--- src/rtl/scan_mux.sv ---
// N:1 mux with a registered output and a built-in channel scanner.
// A manual mode selects a channel directly; a scan mode steps a pointer through 0..min(last_ch,N-1).
module scan_mux #(
  parameter int W  = 1,
  parameter int N  = 8,
  parameter int SW = $clog2(N)
) (
  input  logic            clk,
  input  logic            rst_n,
  input  logic            en,
  input  logic            mode,
  input  logic [SW-1:0]   sel_in,
  input  logic [SW-1:0]   last_ch,
  input  logic [N*W-1:0]  I,
  output logic [W-1:0]    Y,
  output logic [SW-1:0]   y_ch,
  output logic            y_valid,
  output logic            sel_err,
  output logic            wrap
);

  // One extra bit so range checks stay meaningful when N is a power of two
  localparam logic [SW:0] NCH   = (SW+1)'(N);
  localparam logic [SW:0] MAXCH = (SW+1)'(N-1);

  logic [W-1:0]  y_q, y_d;
  logic [SW-1:0] ych_q, ych_d;
  logic [SW-1:0] ptr_q, ptr_d;
  logic          vld_q, vld_d;
  logic          err_q, err_d;
  logic          wrap_q, wrap_d;

  logic [SW-1:0] lim, idx;
  logic          in_range;
  logic [W-1:0]  sel_data;

  always_comb begin
    lim = ({1'b0, last_ch} > MAXCH) ? MAXCH[SW-1:0] : last_ch;
    idx = mode ? ptr_q : sel_in;
    in_range = ({1'b0, idx} < NCH);
  end

  // Decoded AND-OR selection; an out-of-range index matches no channel and yields 0
  always_comb begin
    sel_data = '0;
    for (int k = 0; k < N; k++) begin
      if ({1'b0, idx} == (SW+1)'(k)) sel_data = I[k*W +: W];
    end
  end

  always_comb begin
    y_d    = y_q;
    ych_d  = ych_q;
    ptr_d  = ptr_q;
    vld_d  = 1'b0;
    err_d  = 1'b0;
    wrap_d = 1'b0;
    if (en) begin
      y_d   = in_range ? sel_data : '0;
      ych_d = idx;
      vld_d = in_range;
      err_d = ~in_range;
      if (mode) begin
        // >= rather than == so a last_ch lowered below ptr still wraps at once
        wrap_d = (ptr_q >= lim);
        ptr_d  = wrap_d ? '0 : ptr_q + SW'(1);
      end else begin
        ptr_d = '0;
      end
    end
  end

  always_ff @(posedge clk or negedge rst_n) begin
    if (!rst_n) begin
      y_q    <= '0;
      ych_q  <= '0;
      ptr_q  <= '0;
      vld_q  <= 1'b0;
      err_q  <= 1'b0;
      wrap_q <= 1'b0;
    end else begin
      y_q    <= y_d;
      ych_q  <= ych_d;
      ptr_q  <= ptr_d;
      vld_q  <= vld_d;
      err_q  <= err_d;
      wrap_q <= wrap_d;
    end
  end

  assign Y       = y_q;
  assign y_ch    = ych_q;
  assign y_valid = vld_q;
  assign sel_err = err_q;
  assign wrap    = wrap_q;

endmodule

--- config.mk ---
export PLATFORM = sky130hd
export DESIGN_NAME = scan_mux
export DESIGN_NICKNAME = d
export VERILOG_FILES = /design/src/rtl/scan_mux.sv
export SDC_FILE = /design/constraint.sdc
export NUM_CORES = 1
export LEC_CHECK = 0
export ABC_AREA = 1
export ABC_CLOCK_PERIOD_IN_PS = 2700
export CAP_MARGIN = 20
export CORE_MARGIN = 2
export CORE_UTILIZATION = 44
export CTS_CLUSTER_SIZE = 40
export DETAILED_ROUTE_END_ITERATION = 16
export GPL_TIMING_DRIVEN = 0
export PLACE_DENSITY = 0.85
export SYNTH_ARGS = -nofsm -noshare
export SYNTH_HDL_FRONTEND = slang
export SYNTH_SLANG_ARGS = --single-unit
export TNS_END_PERCENT = 20
--- constraint.sdc ---
create_clock -name clk -period 2.7 [get_ports clk]
set_input_delay 0.27 -clock clk [delete_from_list [all_inputs] [get_ports clk]]
set_output_delay 0.27 -clock clk [all_outputs]
set_load 0.05 [all_outputs]
==> impl_results.md, run 1 <==
- DRC Markers: 0
- DP HPWL: 1109 µm
- Net Count, Synth: 102
- Critical Path RT: 2.43 ns
- Initial Util: 0.4748
- Slew @ Worst Pin: 0.5037 ns
- Lkg Pwr: 0.4421 nW
- Startpoint class of the critical path: register
- Row count: 13
- DRT Pass-1 Iters: 4
- Setup WS post-layout: 1.027 ns
- Critical path depth: 1
- Ranking of synthesized cells by area: dfrtp_1, nand2_1, nand3_1, ha_1, nand2_4
- Clock Skews: 0.002284 ns
- Flop-to-flop setup slack: 1.34 ns
- Fmax: 597.9 MHz
- IO Pins: 25
- Synth top cells by count: nand2_1, nand3_1, dfrtp_1
- Placed cell area: between 800 and 900 µm²
- Largest net degree at the start of global routing: 10
- TritonCTS Buffers: 3
- Final Hold Fails: 0
- Max-Cap Viols: 0
- Initial antenna violation count: 0
- Clk sink count: 9
- CP peak stage delay: 0.80 ns
- Maximum clock insertion buffer count: 2
- Final setup vio count: 0
- Worst reg2reg startpoint: ptr_q[2]$_DFFE_PN0P_
- Post_cts resized: 0
- Fin crit share: 0.6195
- Total global routing overflow: 0
- Post-Syn Instances: 80
- CP max stage cell: clkdlybuf4s50_1
- Pins Over Slew Limit: 0
- Nets@finish: 129
- Synth cell types: 22
- Synth Flop Type: dfrtp_1
- CP Cell Sequence: clkdlybuf4s50_1
- Worst Path Max Fanout: 2
- Clk_lat worst skew: 0.25 ns
- Via density: around 4.8
- WL final: 1304 µm
- GP Congestion: 0.7958
- Warnings, synthesis: 0
- Maximum vdd drop: 0.3711 mV
- GRT Total Usage: 0.1685
- DR iter-0 viols: 7
- ANT nets after route: 0
- Fraction of layout instances using a drive strength above 1: 0.1509
- Final min period: 1.673 ns
- H-tree depth: 1
- Die height: 41.71 µm
- Yosys top cell area share: 0.3600
- Total negative slack: 0 ns
- # diodes: 0
- Most common cell in the netlist: nand2_1
- Outcome: finished, final reports clean
- Die area: 0.001739 mm²
- Syn Area/Cell: 7.820 µm²
- Filler cell count: 113
- Routed vias: between 500 and 600
- Final instance area: 890.9 µm²
- Post-synthesis async set-or-reset flop share: 1.000
- CTS Root Cell: clkbuf_4
- CP Class: register to output pin
- Area grow syn2layout: 42.40%
- EDFF count, synth: 0
- Total power: 0.0004587 W
- Port buffer count: 22
- RSZ-0062 raised after global routing: no
- CTS tree: done
- DR WL/cell: 10.78 µm
- Crit path capture type: output pin
- Clk slew on worst S/H paths: 0.06 ns
- First-pass GRT wire length: 2242 µm
- Largest area contributor in the netlist: dfrtp_1
- Core ar.: ~0.0013 mm²
- CP bufs+invs: 1
- Mapped Area: 625.6 µm²
- Reg-to-reg endpoint: ptr_q[1]$_DFFE_PN0P_
- Hold WC Path Type: input port to asynchronous set/reset pin
- Sequential-to-total area share from yosys stat: 0.3600
- FF-to-FF path depth: 5
- Die X: 41.71 µm
- Power per cell area: slightly above 500 mW/mm²
- Pre-CTS WS: 0.9714 ns
- Vias in the first global route: approximately 530
- Data arrival, critical path: 1.40 ns
- Rel. slew slack: 0.6631
- Yosys reg bits: 9
- Final Core Density: 0.6762
- Top cell family by delay on the critical path: buffers and inverters
- # hold bufs at CTS: 0
- Post-CTS Repair Setup Buffers: 0
-- through the flow --
| step | instances | hold slack (ns) |
|---|---|---|
| 2_1_floorplan | 80 | -0.02559 |
| 3_3_place_gp | 117 | 0.4797 |
| 3_5_place_dp | 117 | 0.4831 |
| 4_1_cts | 121 | 0.3022 |
| 5_1_grt | 121 | 0.3027 |
| 6_report | 121 | 0.3074 |
-- power by group --
part / leakage [nW] / internal, W / switching, W
clock: 0.0150 / 0.0000564 / 0.0000391
sequential: 0.114 / 0.000154 / 0.0000131
combinational: 0.313 / 0.0000807 / 0.000116
-- state kept, by name, indices dropped and copies added, names as in the netlist --
signal   count
Y            1
y_ch         3
ptr_q        3
wrap         1
y_valid      1
-- worst max path at each step --
stage | from | to | slack (ns)
finish | y_ch[1]$_DFFE_PN0P_ | y_ch[1] | 1.03
global route | y_ch[2]$_DFFE_PN0P_ | y_ch[2] | 0.98
CTS | y_ch[1]$_DFFE_PN0P_ | y_ch[1] | 1.01
detailed placement | last_ch[2] | ptr_q[1]$_DFFE_PN0P_ | 0.97
global placement | last_ch[2] | wrap$_DFF_PN0_ | 1.04
floorplan | ptr_q[2]$_DFFE_PN0P_ | wrap$_DFF_PN0_ | 1.49
-- cells in the final DEF (no fill, tap or decap) --
cell type	count
inv_8	1
conb_1	1
nand3_1	11
o21ai_0	3
nand2_8	1
nand3_2	1
clkdlybuf4s50_1	22
inv_1	5
nand2_4	2
buf_4	1
ha_1	4
or2_2	1
xor2_1	1
a21oi_1	4
clkbuf_4	3
nor2_1	5
buf_2	1
buf_6	1
dfrtp_1	9
nand2_1	22
clkbuf_1	1
inv_2	2
o21a_1	1
o22ai_1	1
nand2_2	2
-- worst register-to-register path, delay by kind of cell (launching register included) --
family,cells,cell delay [ns]
compound gates,3,0.47
flops,1,0.40
simple gates,1,0.08
fa+ha+maj,1,0.32
-- cell type report --
class | count | area (µm²) | share of cell area
clock buffers | 4 | 26.28 | 0.02949
multi-input cells | 60 | 339.1 | 0.3806
flip-flops and latches | 9 | 225.2 | 0.2528
repair buffers | 22 | 220.2 | 0.2472
inverters | 8 | 37.54 | 0.04213
well taps | 15 | 18.77 | 0.02107
plain buffers | 3 | 23.77 | 0.02669
-- per-layer routing --
metal  GRT usage  up-vias  share of wire
met2      0.2625       15           0.48
met3     0.04783        6          0.052
li1            -      307              -
met1      0.2039      250           0.43
met4      0.1032        0          0.040
met5           0        -              0
-- cells by family after synthesis --
kind of cell | Yosys count | synth area share
AOI/OAI and AO/OA | 9 | 0.07801
xor gates and xnor gates | 1 | 0.01400
adders and majority gates | 4 | 0.08000
buffers and inverters | 11 | 0.09800
DFF | 9 | 0.3600
other | 1 | 0.005994
and+or+nand+nor | 45 | 0.3640
Note: power is estimated with default switching activity, not from simulation.
==> run 2, diff against run 1 <==
Settings changed: ABC_CLOCK_PERIOD_IN_PS 2700 to 1500, CORE_ASPECT_RATIO from default to 0.9, CORE_UTILIZATION 44 to 37, PLACE_DENSITY 0.85 to 0.77.
Clock period 2.7 ns to 1.5 ns, I/O delays scaled along.
==> impl_results.md, run 2 (synthesis gave the netlist of run 1 again) <==
- Finished Layout Cells: 130 (+7.4%)
- RSZ-0062 raised after global routing: no
- Clk slew on worst S/H paths: 0.06 ns (about the same)
- Total global routing overflow: 0 (unchanged)
- DR WL/cell: 9.469 µm (-12%)
- # diodes: 0 (unchanged)
- H-tree depth: 1 (unchanged)
- Maximum vdd drop: 0.5885 mV (+59%)
- Via density: 4.362 (-8.7%)
- Data arrival, critical path: 1.46 ns (+0.06 ns)
- Flop-to-flop setup slack: 0.19 ns (-1.15 ns)
- # hold bufs at CTS: 0 (unchanged)
- CP bufs+invs: 1 (unchanged)
- Port buffer count: 22 (unchanged)
- Fin crit share: 0.8705
- CTS Root Cell: clkbuf_4
- CP max stage cell: dfrtp_1
- DR iter-0 viols: 3 (-4)
- CP Cell Sequence: ha_1, a21oi_1, o21a_1, nand2_1, nand3_1, inv_1
- Routed vias: 567 (-1.9%)
- First-pass GRT wire length: 1987 µm (-11%)
- Placed cell area: 875.8 µm² (+1.3%)
- Die height: 43.01 µm (+3.1%)
- WL final: 1231 µm (-5.6%)
- TritonCTS Buffers: 3 (unchanged)
- Clock Skews: 0.006821 ns (+0.004537 ns)
- Maximum clock insertion buffer count: 2 (unchanged)
- Area grow syn2layout: 43.00%
- GP Congestion: 0.6936 (-13%)
- Initial Util: 0.3840 (-0.09081)
- Crit path capture type: register
- Fmax: 765.9 MHz
- CP peak stage delay: 0.40 ns (-0.40 ns)
- Critical Path RT: 1.65 ns (-0.78 ns)
- Initial antenna violation count: 0 (unchanged)
- Core ar.: 0.001629 mm² (+24%)
- Final Core Density: 0.5492 (-0.1270)
- Die X: 47.35 µm (+14%)
- Fraction of layout instances using a drive strength above 1: 0.1509 (unchanged)
- Pre-CTS WS: -0.08092 ns (-1.052 ns)
- Largest net degree at the start of global routing: 10 (unchanged)
- Power per cell area: 911.9 mW/mm² (+77%)
- Worst Path Max Fanout: 3 (+1)
- Top cell family by delay on the critical path: flip-flops
- Hold WC Path Type: input port to register
- DRC Markers: 0 (unchanged)
- Startpoint class of the critical path: register
- Vias in the first global route: 510 (-4.1%)
- Final setup vio count: 0 (unchanged)
- Post-CTS Repair Setup Buffers: 0 (unchanged)
- Clk sink count: 9 (unchanged)
- Placed insts: 126 (+7.7%)
- Setup WS post-layout: 0.1943 ns (-0.8331 ns)
- GRT Total Usage: 0.1372 (-0.03128)
- Max-Cap Viols: 0 (unchanged)
- Die area: 0.002036 mm² (+17%)
- Final min period: 1.306 ns
- Commonest non-fill, non-tap cell in the layout: nand2_1
- CTS tree: done
- Clk_lat worst skew: 0.26 ns (about the same)
- Pins Over Slew Limit: 0 (unchanged)
- Row count: 14 (+1)
- Final Hold Fails: 0 (unchanged)
- Nets@finish: 129 (unchanged)
- DRT Pass-1 Iters: 2 (-2)
- Final instance area: 894.6 µm² (+0.42%)
- ANT nets after route: 0 (unchanged)
- Outcome: finished, final reports clean
- Lkg Pwr: 0.4556 nW (+3.1%)
- Most frequent cells in the layout: nand2_1, clkdlybuf4s50_1, nand3_1
- IO Pins: 25 (unchanged)
- CP Class: register to register
- DP HPWL: 1015 µm (-8.5%)
- Total power: 0.0008158 W (+78%)
==> run 2: changes by cell type in the layout (fill, tap and decap cells not counted), sizes merged <==
cell / before / now
clkdlybuf4s50: 22 / 16
dlygate4sd2: 0 / 6
==> run 2: where the power goes <==
group,leakage (nW),switching [W],total [W],internal (W)
clock,0.0150,0.0000797,0.000182,0.000102
combinational,0.327,0.000204,0.000334,0.000130
sequential,0.114,0.0000237,0.000300,0.000276
==> run 2: worst paths after layout <==
kind,startpoint,end,cells past startpoint
worst max-delay path,ptr_q[2]$_DFFE_PN0P_,wrap$_DFF_PN0_,6
worst min-delay path,mode,wrap$_DFF_PN0_,3
worst max register to register,ptr_q[2]$_DFFE_PN0P_,wrap$_DFF_PN0_,6
worst min register to register,y_ch[0]$_DFFE_PN0P_,y_ch[0]$_DFFE_PN0P_,2
max in group asynchronous,rst_n,y_ch[2]$_DFFE_PN0P_,1
min in group asynchronous,rst_n,y_ch[1]$_DFFE_PN0P_,1
==> run 2: metrics by stage <==
stage          hold slack [ns]  setup TNS, ns
3_3_place_gp            0.4468       -0.06715
5_1_grt                 0.1889              0
2_1_floorplan          -0.1456              0
6_report                0.1718              0
4_1_cts                 0.1631              0
3_5_place_dp            0.4473        -0.2802
==> run 2: layout make-up <==
type / count / area (µm²)
Sequential cell: 9 / 225.2
Fill cell: 164 / 734.5
Multi-Input combinational cell: 60 / 339.1
Clock buffer: 4 / 26.28
Tap cell: 24 / 30.03
Inverter: 8 / 37.54
Buffer: 3 / 23.77
Timing Repair Buffer: 22 / 212.7
==> run 2: layer usage <==
metal | wire [µm] | global-route usage | up-vias
li1 | - | - | 310
met2 | 590 | 0.2162 | 13
met1 | 567 | 0.1689 | 244
met5 | 0 | 0 | -
met3 | 73 | 0.02128 | 0
met4 | 0 | 0.08333 | 0
==> run 2: worst min-delay path, cell delays in order <==
cell and delay (ns):
buf_6 0.13, nand3_1 0.08, inv_1 0.04
==> run 2: timing repair <==
| action | in CTS | in global routing |
|---|---|---|
| endpoints found under the hold margin | 0 | 0 |
| endpoints found under the setup margin | 6 | 0 |
| gates resized for setup | 6 | 0 |
==> run 3, diff against run 2 <==
Settings changed: CELL_PAD_IN_SITES_DETAIL_PLACEMENT from default to 0, CELL_PAD_IN_SITES_GLOBAL_PLACEMENT from default to 1, CORE_UTILIZATION 37 to 26.
==> impl_results.md, run 3 (synthesis gave the netlist of run 1 again) <==
- Clk_lat worst skew: 0.26 ns (about the same)
- Maximum vdd drop: 0.4299 mV (-27%)
- DR WL/cell: 10.07 µm (+6.3%)
- Final Hold Fails: 0 (unchanged)
- Outcome: finished, final reports clean
- CP Class: register to register
- Die X: 55.71 µm (+18%)
- Core ar.: 0.002222 mm² (+36%)
- Fraction of layout instances using a drive strength above 1: 0.1509 (unchanged)
- Final min period: 1.309 ns (+0.003012 ns)
- Fmax: 764.1 MHz (-0.23%)
- Data arrival, critical path: 1.47 ns (about the same)
- Nets@finish: 129 (unchanged)
- CP max stage cell: dfrtp_1
- First-pass GRT wire length: 2470 µm (+24%)
- Commonest non-fill, non-tap cell in the layout: nand2_1
- ANT nets after route: 0 (unchanged)
- WL final: 1339 µm (+8.8%)
- Crit path capture type: register
- FF-to-FF path depth: 6 (unchanged)
- Maximum clock insertion buffer count: 2 (unchanged)
- TritonCTS Buffers: 3 (unchanged)
- Power per cell area: 913.6 mW/mm² (+0.18%)
- Lkg Pwr: 0.4556 nW (unchanged)
- Max-Cap Viols: 0 (unchanged)
- Row count: 16 (+2)
- DRT Pass-1 Iters: 4 (+2)
- Startpoint class of the critical path: register
- Clk slew on worst S/H paths: 0.06 ns (about the same)
- Routed vias: 573 (+1.1%)
- # diodes: 0 (unchanged)
- DR iter-0 viols: 8 (+5)
- Fin crit share: 0.8725 (+0.002008)
- Clk sink count: 9 (unchanged)
- Setup WS post-layout: 0.1913 ns (-0.003012 ns)
- RSZ-0062 raised after global routing: no
- Largest net degree at the start of global routing: 10 (unchanged)
- Clock Skews: 0.003967 ns (-0.002854 ns)
- Die height: 50.54 µm (+17%)
- Most frequent cells in the layout: nand2_1, clkdlybuf4s50_1, nand3_1
- Worst Path Max Fanout: 3 (unchanged)
- DRC Markers: 0 (unchanged)
- Pins Over Slew Limit: 0 (unchanged)
- Die area: 0.002815 mm² (+38%)
- Pre-CTS WS: -0.08119 ns (-0.0002720 ns)
- Vias in the first global route: 588 (+15%)
- CTS tree: done
- GP Congestion: 0.7343 (+5.9%)
- # hold bufs at CTS: 0 (unchanged)
- H-tree depth: 1 (unchanged)
- IO Pins: 25 (unchanged)
- CTS Root Cell: clkbuf_4
- Final Core Density: 0.4043 (-0.1449)
- Via density: 4.308 (-1.2%)
- Critical Path RT: 1.66 ns (about the same)
- Hold WC Path Type: input port to asynchronous set/reset pin
- CP peak stage delay: 0.40 ns (about the same)
- GRT Total Usage: 0.1121 (-0.02506)
- Initial Util: 0.2815 (-0.1025)
- Total global routing overflow: 0 (unchanged)
- Area grow syn2layout: 43.60%
- CP Cell Sequence: ha_1, a21oi_1, o21a_1, nand2_1, nand3_1, inv_1
- Port buffer count: 22 (unchanged)
- Initial antenna violation count: 0 (unchanged)
- Final setup vio count: 0 (unchanged)
- DP HPWL: 1120 µm (+10%)
[run 3: metal layers]
metal,wire (µm),track usage
met2,583,0.1706
met1,613,0.1392
met4,24,0.04878
met3,117,0.04639
met5,0,0
[run 3: worst max-delay path: cells and delay by family (launching register included)]
kind,cells,cell delay (ns)
buffers and inverters,1,0.04
DFF,1,0.40
and+or+nand+nor,2,0.16
AOI/OAI and AO/OA,2,0.29
adders and majority gates,1,0.32
[run 3: repair_timing]
item | in CTS | in global routing
setup buffers | 0 | 0
setup endpoints to repair | 6 | 0
resized for setup | 6 | 0
[run 3: path summary, 6_finish.rpt]
path,from,to,slack (ns)
setup / recovery,ptr_q[2]$_DFFE_PN0P_,wrap$_DFF_PN0_,0.19
hold / removal,rst_n,wrap$_DFF_PN0_,0.18
setup reg to reg,ptr_q[2]$_DFFE_PN0P_,wrap$_DFF_PN0_,0.19
hold reg to reg,y_ch[2]$_DFFE_PN0P_,y_ch[2]$_DFFE_PN0P_,0.49
max in group asynchronous,rst_n,y_ch[2]$_DFFE_PN0P_,1.04
min in group clk,mode,wrap$_DFF_PN0_,0.18
[run 3: final cells by class]
type	count	area, µm²
Buffer	3	23.77
Clock buffer	4	26.28
Fill cell	244	1324
Inverter	8	37.54
Multi-Input combinational cell	60	339.1
Sequential cell	9	225.2
Tap cell	27	33.78
Timing Repair Buffer	22	212.7
[run 3: stage by stage]
step / power, W / hold slack [ns] / instances / area, µm² / TNS (ns)
final: 0.0008207 / 0.1763 / 133 / 898.4 / 0
after global routing: 0.0008923 / 0.1857 / 133 / 898.4 / 0
after CTS: 0.0008342 / 0.1864 / 133 / 898.4 / 0
after detailed placement: 0.0006603 / 0.4622 / 129 / 879.6 / -0.2079
after global placement: 0.0006545 / 0.4512 / 129 / 879.6 / -0.08036
after floorplan: 0.0005359 / -0.1456 / 80 / 625.6 / 0
[run 3: power by group]
part           internal [W]  total [W]  switching (W)
sequential         0.000277   0.000299      0.0000223
clock              0.000102   0.000186      0.0000834
combinational      0.000131   0.000336       0.000205
